[src/rtl/axi_burst_ctrl_if.sv]
// Request/AXI bundle for axi_burst_ctrl.
//   Request side : req, ad, wblock, wword, wstrb -> ready, task_finish, rblock, rword
//   AXI read     : araddr, arlen, arvalid / arready, rdata, rlast, rvalid / rready
//   AXI write    : awaddr, awlen, awvalid / awready, wdata, axi_wstrb, wlast, wvalid / wready,
//                  bvalid / bready
// modport master: the controller (it is the AXI master and serves the requester).
// modport slave : the environment (requester plus AXI memory).
interface axi_burst_ctrl_if #(
  parameter int BLOCK_WORDS = 4
);
  logic [2:0]               req;
  logic [31:0]              ad;
  logic [32*BLOCK_WORDS-1:0] wblock;
  logic [31:0]              wword;
  logic [3:0]               wstrb;
  logic                     ready;
  logic                     task_finish;
  logic [32*BLOCK_WORDS-1:0] rblock;
  logic [31:0]              rword;

  logic [31:0]              araddr;
  logic [7:0]               arlen;
  logic                     arvalid;
  logic                     arready;
  logic [31:0]              rdata;
  logic                     rlast;
  logic                     rvalid;
  logic                     rready;

  logic [31:0]              awaddr;
  logic [7:0]               awlen;
  logic                     awvalid;
  logic                     awready;
  logic [31:0]              wdata;
  logic [3:0]               axi_wstrb;
  logic                     wlast;
  logic                     wvalid;
  logic                     wready;
  logic                     bvalid;
  logic                     bready;

  modport master (
    input  req, ad, wblock, wword, wstrb,
    input  arready, rdata, rlast, rvalid, awready, wready, bvalid,
    output ready, task_finish, rblock, rword,
    output araddr, arlen, arvalid, rready,
    output awaddr, awlen, awvalid, wdata, axi_wstrb, wlast, wvalid, bready
  );

  modport slave (
    output req, ad, wblock, wword, wstrb,
    output arready, rdata, rlast, rvalid, awready, wready, bvalid,
    input  ready, task_finish, rblock, rword,
    input  araddr, arlen, arvalid, rready,
    input  awaddr, awlen, awvalid, wdata, axi_wstrb, wlast, wvalid, bready
  );
endinterface

[src/rtl/axi_burst_ctrl.sv]
// axi_burst_ctrl: turns word/block load and store requests into single AXI
// INCR bursts of 4-byte beats, one transaction in flight at a time.
// Ports:
//   clk  : clock, posedge
//   rstn : synchronous active-low reset; all outputs forced to 0
//   bus  : axi_burst_ctrl_if.master (request side + AXI read/write channels)
// BLOCK_WORDS is expected to be a power of two (block alignment is a mask).
module axi_burst_ctrl #(
  parameter int BLOCK_WORDS = 4
) (
  input  logic             clk,
  input  logic             rstn,
  axi_burst_ctrl_if.master bus
);
  localparam int BW_W = (BLOCK_WORDS < 2) ? 2 : $clog2(BLOCK_WORDS) + 1;
  localparam int BLK_BITS = 32 * BLOCK_WORDS;
  localparam logic [31:0]     BLK_MASK = 32'(4 * BLOCK_WORDS - 1);
  localparam logic [BW_W-1:0] BLK_CNT  = BW_W'(BLOCK_WORDS);
  localparam logic [BW_W-1:0] BLK_LAST = BW_W'(BLOCK_WORDS - 1);
  localparam logic [7:0]      BLK_LEN  = 8'(BLOCK_WORDS - 1);

  localparam logic [2:0] REQ_LW = 3'd1, REQ_LB = 3'd2, REQ_WW = 3'd3, REQ_WB = 3'd4;

  typedef enum logic [2:0] {S_IDLE, S_AR, S_R, S_AW, S_W, S_B, S_DONE} state_t;

  state_t                state_q;
  logic                  blk_q;
  logic [BW_W-1:0]       beat_q;
  logic [BW_W-1:0]       len_q;
  logic [BLK_BITS-1:0]   wblock_q;
  logic [31:0]           wword_q;
  logic [3:0]            wstrb_q;

  logic                  ready_q, task_finish_q;
  logic [BLK_BITS-1:0]   rblock_q;
  logic [31:0]           rword_q;
  logic [31:0]           araddr_q, awaddr_q;
  logic [7:0]            arlen_q, awlen_q;
  logic                  arvalid_q, rready_q, awvalid_q, wvalid_q, wlast_q, bready_q;
  logic [31:0]           wdata_q;
  logic [3:0]            axi_wstrb_q;

  // Request decode on the live inputs; only sampled in IDLE.
  logic            is_load_d, is_store_d, is_blk_d;
  logic [31:0]     addr_d;
  logic [BW_W-1:0] nxt_beat_d;

  always_comb begin
    is_load_d  = (bus.req == REQ_LW) || (bus.req == REQ_LB);
    is_store_d = (bus.req == REQ_WW) || (bus.req == REQ_WB);
    is_blk_d   = (bus.req == REQ_LB) || (bus.req == REQ_WB);
    addr_d     = is_blk_d ? (bus.ad & ~BLK_MASK) : bus.ad;
    nxt_beat_d = beat_q + BW_W'(1);
  end

  function automatic logic [31:0] word_of(input logic [BLK_BITS-1:0] blk, input int idx);
    return blk[32*idx +: 32];
  endfunction

  always_ff @(posedge clk) begin
    if (!rstn) begin
      state_q       <= S_IDLE;
      blk_q         <= 1'b0;
      beat_q        <= '0;
      len_q         <= '0;
      wblock_q      <= '0;
      wword_q       <= '0;
      wstrb_q       <= '0;
      ready_q       <= 1'b0;
      task_finish_q <= 1'b0;
      rblock_q      <= '0;
      rword_q       <= '0;
      araddr_q      <= '0;
      arlen_q       <= '0;
      arvalid_q     <= 1'b0;
      rready_q      <= 1'b0;
      awaddr_q      <= '0;
      awlen_q       <= '0;
      awvalid_q     <= 1'b0;
      wdata_q       <= '0;
      axi_wstrb_q   <= '0;
      wlast_q       <= 1'b0;
      wvalid_q      <= 1'b0;
      bready_q      <= 1'b0;
    end else begin
      ready_q       <= 1'b0;
      task_finish_q <= 1'b0;
      case (state_q)
        S_IDLE: begin
          if (is_load_d || is_store_d) begin
            ready_q  <= 1'b1;
            blk_q    <= is_blk_d;
            len_q    <= is_blk_d ? BLK_LAST : '0;
            wblock_q <= bus.wblock;
            wword_q  <= bus.wword;
            wstrb_q  <= bus.wstrb;
            if (is_load_d) begin
              state_q   <= S_AR;
              arvalid_q <= 1'b1;
              araddr_q  <= addr_d;
              arlen_q   <= is_blk_d ? BLK_LEN : 8'd0;
            end else begin
              state_q   <= S_AW;
              awvalid_q <= 1'b1;
              awaddr_q  <= addr_d;
              awlen_q   <= is_blk_d ? BLK_LEN : 8'd0;
            end
          end
        end
        S_AR: begin
          if (bus.arready) begin
            arvalid_q <= 1'b0;
            rready_q  <= 1'b1;
            beat_q    <= '0;
            state_q   <= S_R;
          end
        end
        S_R: begin
          if (bus.rvalid) begin
            // Beats past the block are dropped; counter saturates so it never wraps back.
            if (beat_q < BLK_CNT) begin
              rblock_q[32*int'(beat_q) +: 32] <= bus.rdata;
              beat_q <= nxt_beat_d;
            end
            if (beat_q == '0) rword_q <= bus.rdata;
            if (bus.rlast) begin
              rready_q <= 1'b0;
              state_q  <= S_DONE;
            end
          end
        end
        S_AW: begin
          if (bus.awready) begin
            awvalid_q   <= 1'b0;
            beat_q      <= '0;
            wvalid_q    <= 1'b1;
            wdata_q     <= blk_q ? word_of(wblock_q, 0) : wword_q;
            axi_wstrb_q <= blk_q ? 4'hF : wstrb_q;
            wlast_q     <= (len_q == '0);
            state_q     <= S_W;
          end
        end
        S_W: begin
          if (bus.wready) begin
            if (wlast_q) begin
              wvalid_q    <= 1'b0;
              wlast_q     <= 1'b0;
              wdata_q     <= '0;
              axi_wstrb_q <= '0;
              bready_q    <= 1'b1;
              state_q     <= S_B;
            end else begin
              // Preload the next beat so wdata is a register, stable through stalls.
              beat_q  <= nxt_beat_d;
              wdata_q <= word_of(wblock_q, int'(nxt_beat_d));
              wlast_q <= (nxt_beat_d == len_q);
            end
          end
        end
        S_B: begin
          if (bus.bvalid) begin
            bready_q <= 1'b0;
            state_q  <= S_DONE;
          end
        end
        S_DONE: begin
          // task_finish is registered, so it appears the cycle after DONE.
          task_finish_q <= 1'b1;
          state_q       <= S_IDLE;
        end
        default: state_q <= S_IDLE;
      endcase
    end
  end

  assign bus.ready       = ready_q;
  assign bus.task_finish = task_finish_q;
  assign bus.rblock      = rblock_q;
  assign bus.rword       = rword_q;
  assign bus.araddr      = araddr_q;
  assign bus.arlen       = arlen_q;
  assign bus.arvalid     = arvalid_q;
  assign bus.rready      = rready_q;
  assign bus.awaddr      = awaddr_q;
  assign bus.awlen       = awlen_q;
  assign bus.awvalid     = awvalid_q;
  assign bus.wdata       = wdata_q;
  assign bus.axi_wstrb   = axi_wstrb_q;
  assign bus.wlast       = wlast_q;
  assign bus.wvalid      = wvalid_q;
  assign bus.bready      = bready_q;
endmodule

[src/flat_wrapper.sv]
// flat-port wrapper written by rule: the top's interface ports become plain ports
module axi_burst_ctrl_flat 
#(
  parameter int BLOCK_WORDS = 4
)
  (clk, rstn, bus_req, bus_ad, bus_wblock, bus_wword, bus_wstrb, bus_arready, bus_rdata, bus_rlast, bus_rvalid, bus_awready, bus_wready, bus_bvalid, bus_ready, bus_task_finish, bus_rblock, bus_rword, bus_araddr, bus_arlen, bus_arvalid, bus_rready, bus_awaddr, bus_awlen, bus_awvalid, bus_wdata, bus_axi_wstrb, bus_wlast, bus_wvalid, bus_bready);
  axi_burst_ctrl_if #(.BLOCK_WORDS(BLOCK_WORDS)) bus_i ();
  input  logic clk;
  input  logic rstn;
  input wire logic [$bits(bus_i.req)-1:0] bus_req;
  input wire logic [$bits(bus_i.ad)-1:0] bus_ad;
  input wire logic [$bits(bus_i.wblock)-1:0] bus_wblock;
  input wire logic [$bits(bus_i.wword)-1:0] bus_wword;
  input wire logic [$bits(bus_i.wstrb)-1:0] bus_wstrb;
  input wire logic [$bits(bus_i.arready)-1:0] bus_arready;
  input wire logic [$bits(bus_i.rdata)-1:0] bus_rdata;
  input wire logic [$bits(bus_i.rlast)-1:0] bus_rlast;
  input wire logic [$bits(bus_i.rvalid)-1:0] bus_rvalid;
  input wire logic [$bits(bus_i.awready)-1:0] bus_awready;
  input wire logic [$bits(bus_i.wready)-1:0] bus_wready;
  input wire logic [$bits(bus_i.bvalid)-1:0] bus_bvalid;
  output wire logic [$bits(bus_i.ready)-1:0] bus_ready;
  output wire logic [$bits(bus_i.task_finish)-1:0] bus_task_finish;
  output wire logic [$bits(bus_i.rblock)-1:0] bus_rblock;
  output wire logic [$bits(bus_i.rword)-1:0] bus_rword;
  output wire logic [$bits(bus_i.araddr)-1:0] bus_araddr;
  output wire logic [$bits(bus_i.arlen)-1:0] bus_arlen;
  output wire logic [$bits(bus_i.arvalid)-1:0] bus_arvalid;
  output wire logic [$bits(bus_i.rready)-1:0] bus_rready;
  output wire logic [$bits(bus_i.awaddr)-1:0] bus_awaddr;
  output wire logic [$bits(bus_i.awlen)-1:0] bus_awlen;
  output wire logic [$bits(bus_i.awvalid)-1:0] bus_awvalid;
  output wire logic [$bits(bus_i.wdata)-1:0] bus_wdata;
  output wire logic [$bits(bus_i.axi_wstrb)-1:0] bus_axi_wstrb;
  output wire logic [$bits(bus_i.wlast)-1:0] bus_wlast;
  output wire logic [$bits(bus_i.wvalid)-1:0] bus_wvalid;
  output wire logic [$bits(bus_i.bready)-1:0] bus_bready;
  assign bus_i.req = bus_req;
  assign bus_i.ad = bus_ad;
  assign bus_i.wblock = bus_wblock;
  assign bus_i.wword = bus_wword;
  assign bus_i.wstrb = bus_wstrb;
  assign bus_i.arready = bus_arready;
  assign bus_i.rdata = bus_rdata;
  assign bus_i.rlast = bus_rlast;
  assign bus_i.rvalid = bus_rvalid;
  assign bus_i.awready = bus_awready;
  assign bus_i.wready = bus_wready;
  assign bus_i.bvalid = bus_bvalid;
  assign bus_ready = bus_i.ready;
  assign bus_task_finish = bus_i.task_finish;
  assign bus_rblock = bus_i.rblock;
  assign bus_rword = bus_i.rword;
  assign bus_araddr = bus_i.araddr;
  assign bus_arlen = bus_i.arlen;
  assign bus_arvalid = bus_i.arvalid;
  assign bus_rready = bus_i.rready;
  assign bus_awaddr = bus_i.awaddr;
  assign bus_awlen = bus_i.awlen;
  assign bus_awvalid = bus_i.awvalid;
  assign bus_wdata = bus_i.wdata;
  assign bus_axi_wstrb = bus_i.axi_wstrb;
  assign bus_wlast = bus_i.wlast;
  assign bus_wvalid = bus_i.wvalid;
  assign bus_bready = bus_i.bready;
  axi_burst_ctrl #(.BLOCK_WORDS(BLOCK_WORDS)) u_core (.clk(clk), .rstn(rstn), .bus(bus_i));
endmodule
[config.mk]
export PLATFORM = sky130hd
export DESIGN_NAME = axi_burst_ctrl_flat
export DESIGN_NICKNAME = d
export VERILOG_FILES = /design/src/rtl/axi_burst_ctrl_if.sv /design/src/rtl/axi_burst_ctrl.sv /design/src/flat_wrapper.sv
export SDC_FILE = /design/constraint.sdc
export NUM_CORES = 1
export LEC_CHECK = 0
export CAP_MARGIN = 20
export CORE_MARGIN = 5
export CORE_UTILIZATION = 40
export CTS_CLUSTER_SIZE = 12
export DETAILED_ROUTE_END_ITERATION = 7
export PLACE_DENSITY = 0.7
export SLEW_MARGIN = 20
export SYNTH_ARGS = -nofsm -noshare
export SYNTH_HDL_FRONTEND = slang
export SYNTH_SLANG_ARGS = --single-unit
[constraint.sdc]
create_clock -name clk -period 3.8 [get_ports clk]
set_clock_uncertainty 0.05 [all_clocks]
set_input_delay 0.57 -clock clk [delete_from_list [all_inputs] [get_ports clk]]
set_output_delay 0.57 -clock clk [all_outputs]
set_load 0.02 [all_outputs]
Word level (Yosys, flattened, before mapping). Cells that the tools add are included.

Register bits: 458. Output and inout bits: 284. Input port bits: 239.

Bitwise logic cells: 1. Shift operators: 3. Reduce and logical (&&, ||, !) cells: 27. Add/subtract/negate cells: 2. Multiplexer cells: 57. Equal/unequal tests: 23. Magnitude comparators: 1.

Operators with widths (number): bitwise mux 128 bit (1); 2-to-1 mux 32 bit (4); variable shift 32 x 33 -> 128 bit (first input constant) (1); indexed part select 128 x 9 -> 32 bit (1); indexed part select 32 x 33 -> 128 bit (1); one-hot mux 32 bit (2 select lines) (1); 2-to-1 mux 3 bit (14); negator 8 -> 33 bit (1); 2-to-1 mux 1 bit (20); 2-to-1 mux 4 bit (5); AND reduction 4 bit (5); one-hot mux 3 bit (6 select lines) (1); != test 2 bit (second input constant) (8); AND reduction 3 bit (5); equality test 3 x 2 -> 1 bit (second input constant) (4); equality test 3 bit (second input constant) (4); one-hot mux 1 bit (2 select lines) (6); one-hot mux 3 bit (4 select lines) (1); nonzero test 2 bit (5); logical NOT 3 bit (3); != test 2 x 1 -> 1 bit (second input constant) (4); one-hot mux 4 bit (2 select lines) (1); AND reduction 8 bit (1); AND reduction 7 bit (1); 9 further kinds (16).

Longest topological paths before layout.
Depth after elaboration: 5. Mapped depth: 10. Depth with buffers taken out: 7.

Worst setup path after synthesis. OpenSTA, ideal clock, no wires.

Path kind: register -> register. Start point: register u_core.beat_q[0]. End point: register u_core.wdata_q[11] (netlist: u_core.bus.wdata[11]). Required time: 3.627 ns. Period minus slack after synthesis: 2.513 ns. Stages on the path, launching flop included: 9. Buffers on the path: 3. Data arrival time: 2.341 ns. Setup time: 0.123 ns. Path slack: 1.287 ns. Path through: dfxtp_1 buf_2 inv_1 ha_1 buf_2 buf_4 mux4_2 a221oi_1 nor2_1.

Longest elaborated chain between the ends: 5.

Ends and longest elaborated chain: start, declared (line axi_burst_ctrl.sv:28) `logic [BW_W-1:0] beat_q;`; start signal, assigned (line axi_burst_ctrl.sv:123) `beat_q <= nxt_beat_d;`; start signal, assigned (line axi_burst_ctrl.sv:154) `beat_q <= nxt_beat_d;`; adder 3 x 1 -> 3 bit (line axi_burst_ctrl.sv:53) `nxt_beat_d = beat_q + BW_W'(1);`; indexed part select 128 x 9 -> 32 bit (line axi_burst_ctrl.sv:57) `return blk[32*idx +: 32];`; 2-to-1 mux 32 bit (line axi_burst_ctrl.sv:145) `if (wlast_q) begin`; 2-to-1 mux 32 bit (line axi_burst_ctrl.sv:144) `if (bus.wready) begin`; one-hot mux 32 bit (2 select lines) (line axi_burst_ctrl.sv:88) `case (state_q)`; end signal, assigned (line axi_burst_ctrl.sv:137) `wdata_q <= blk_q ? word_of(wblock_q, 0) : wword_q;`; end signal, assigned (line axi_burst_ctrl.sv:155) `wdata_q <= word_of(wblock_q, int'(nxt_beat_d));`; end, declared (line axi_burst_ctrl.sv:40) `logic [31:0] wdata_q;`.

No other way between the ends. The select of a mux whose other input is x is not followed. A chain may end at the register's enable or synchronous reset.

Worst setup path in the final report.
Start point: register u_core.state_q[1]. End point: register u_core.rblock_q[105] (netlist: u_core.bus.rblock[105]).

Longest elaborated chain between the ends: 2.

Ends and longest elaborated chain: start, declared (line axi_burst_ctrl.sv:26) `state_t state_q;`; start signal, assigned (line axi_burst_ctrl.sv:62) `state_q <= S_IDLE;`; start signal, assigned (line axi_burst_ctrl.sv:98) `state_q <= S_AR;`; start signal, assigned (line axi_burst_ctrl.sv:103) `state_q <= S_AW;`; equality test 3 x 2 -> 1 bit (line axi_burst_ctrl.sv:88); AND reduction 3 bit (no line); end signal, assigned by index (line axi_burst_ctrl.sv:122) `rblock_q[32*int'(beat_q) +: 32] <= bus.rdata;`; end, declared (line axi_burst_ctrl.sv:35) `logic [BLK_BITS-1:0] rblock_q;`.

No other way between the ends.

==> out/metrics.cfg <==
[yosys]
synth_compound_area_share_pct=15.6
synth_ff_type=dfxtp_1
yosysWarnings=0
synth_fa_ha_area_share_pct=0.431
synth_top_area_share_pct=50.7
synth_commonest_cells=nand2_1, dfxtp_1, a21oi_1
ys_seq_area_share_pct=50.7
synth_cell_types=62
synthMuxAreaShare_pct=6.38
synth_top_family_by_area=simple AND/OR/NAND/NOR gates
synth_simple_gate_area_share_pct=21.2
synthArstFlopShare_pct=0
synth_xor_area_share_pct=0.201
synth_most_common_cell=nand2_1
synth_edf_count=0
syn-cell-area_sq_mm=0.0174
synthCells=2098
avgSynthCellArea_sq_um=8.31
synth-seq-cells=441
synth.largest_area_cell=dfxtp_1
synth_area_leaders=dfxtp_1, nand2_1, a21oi_1

[routing]
vias=16700
drt-total-wl_um=61600
final_antenna_net_count=0
drt_pass1_iterations=5
wl_per_cell_um=19.7
vias_per_cell=5.35
drc_errors=0
drtIter0Drc=1472

[sta]
tns_ns=0
period_minus_slack_ns=2.56
fmax_mhz=391
finalHoldViolations=0
worst_slew_pin_slew_ns=0.806
rsz0062_at_grt=no
report.final.slew_viol_count=0
setup_viol=0
slew_headroom_pct=46.3
hold_ws_ns=0.399
fin_crit_sh_pct=67.3

[clocking]
clock-sinks=441
clock_latency_ns=0.57
clkTransAtPathRegs_ns=0.06
numCtsBuffers=46
cts-root-buf=clkbuf_16
postCtsHoldBufs=0
postCtsSetupBuffers=0
clock_path_buffers=3
cts.repair.resized=0
htree_levels=2
cts_tree=yes

[placed_design]
place_hpwl_um=43200
postPlaceCellArea_sq_mm=0.0228
place_congestion=0.842
io_buffers=510

[global_routing]
grt_first_pass_wirelength_um=92100
antenna_found_initial=7
grt_usage_pct=24.2
grt_pass1_vias=15900
grt-ovfl-total=0
grt_start_max_net_pins=130

[run]
maxCapViolations=0

[floorplanning]
initial_core_util_pct=40.4
dieArea_sq_mm=0.0478
coreArea_sq_mm=0.0431
dieHeight_um=219
die_x_um=219
num_rows=76
io_pins=523

[outcome]
status=finished clean

[worst_setup_path]
cp-start-kind=register
cp.arrival_ns=2.99
slowest_stage=dfxtp_1
cp_max_fo=22
endpoint_kind=register
crit_type=reg2reg
crit_chain=and4bb_1 > and4_1 > buf_4 > nand3_1 > a21oi_1
cpPeakStageDelay_ns=0.72
cp.required_ns=4.23

[min_path]
hp-class=reg2reg

[pwr]
clkPwrFrac_pct=29.4
switching_share_pct=33.9
power.leakage_nw=8.46
powerDensity_mw_per_mm2=609
p_int_mw=9.74
pwr-share-comb_pct=30.6
peakVddDrop_uv=404
seqPwrFrac_pct=40.0
switchingPower_mw=5.00
finalPower_mw=14.7

[final_layout]
fin_nets=2757
area_delta_synth_final_pct=39.1
layout-drive-gt1-share_pct=8.43
nFillCells=3900
fin_area_sq_mm=0.0242

[registers in the layout, indices dropped and copies added, names as in the netlist, 32 cells and up]
name / count
u_core.bus.rblock: 128
u_core.wblock_q: 128
u_core.bus.araddr: 32
u_core.bus.awaddr: 32
u_core.bus.rword: 32
u_core.bus.wdata: 32
u_core.wword_q: 32
[per-layer routing]
layer	global-route usage, %	vias to the layer above	part of all wire [%]
li1	-	7868	-
met1	29.9	7937	40
met2	40.9	762	48
met3	5.93	130	8.7
met4	9.29	12	3.5
met5	0	-	0.14
[worst paths after layout]
path | start | end | slack, ns | depth (start not counted)
hold / removal | u_core.wblock_q[82]$_SDFFE_PN0P_ | u_core.wblock_q[82]$_SDFFE_PN0P_ | 0.40 | 2
setup reg to reg | u_core.state_q[1]$_SDFFE_PN0P_ | u_core.bus.rblock[105]$_SDFFE_PN0P_ | 1.24 | 5
setup / recovery | u_core.state_q[1]$_SDFFE_PN0P_ | u_core.bus.rblock[105]$_SDFFE_PN0P_ | 1.24 | 5
hold reg to reg | u_core.wblock_q[82]$_SDFFE_PN0P_ | u_core.wblock_q[82]$_SDFFE_PN0P_ | 0.40 | 2
[metrics by stage]
stage,cells,setup slack [ns],utilization [%]
floorplan,2109,1.29,-
global placement,3049,0.932,52.9
detailed placement,3049,0.895,52.9
CTS,3124,1.20,56.2
global route,3125,1.04,56.2
finish,3126,1.24,56.3
[cells in the final DEF, fill, tap and decap left out, drive strengths merged, types with 4 or more instances in the layout]
cell type	synthesis	final
clkdlybuf4s50	0	509
mux2	32	32
and4	4	4
nand3	115	115
o21ai	43	43
nor2	44	44
clkbuf	107	68
dfxtp	441	441
ha	6	6
nor3	8	8
mux4	32	32
nand4	5	5
buf	87	40
a221oi	33	33
inv	6	9
nand2	683	683
nor2b	4	4
conb	1	12
a21oi	399	399
[worst max-delay path: cells and delay by family (launching register included)]
| family | cells | cell delay (ns) |
|---|---|---|
| AND/OR/NAND/NOR | 3 | 1.19 |
| buffers and inverters | 1 | 0.37 |
| flip-flops | 1 | 0.72 |
| AO/OA/AOI/OAI | 1 | 0.15 |
[power groups by stage]
| stage | registers (mW) | logic (mW) | clock network [mW] |
|---|---|---|---|
| 6_report | 5.90 | 4.51 | 4.33 |
| 2_1_floorplan | 6.16 | 2.56 | 0 |
| 5_1_grt | 5.99 | 4.88 | 4.58 |
| 3_5_place_dp | 5.99 | 4.51 | 0 |
| 3_3_place_gp | 5.96 | 4.42 | 0 |
| 4_1_cts | 5.90 | 4.53 | 4.42 |
[cell type report]
class                      count  area (sq um)  area share, %
clock inverter                 7          85.1          0.351
antenna                        2          5.00         0.0207
inverter                       7          33.8          0.139
tap                          585           732           3.02
timing repair buffer         549          5490           22.7
multi-input combinational   1467          7710           31.8
sequential                   441          8830           36.4
clock buffer                  68          1350           5.55
[logic make-up after synthesis]
logic type	after synthesis
compound gates	492
buf+inv	201
mux	67
other cells	1
xor+xnor	4
fa+ha+maj	6
simple gates	886
flops	441
Note: power is estimated with default switching activity, not from simulation.
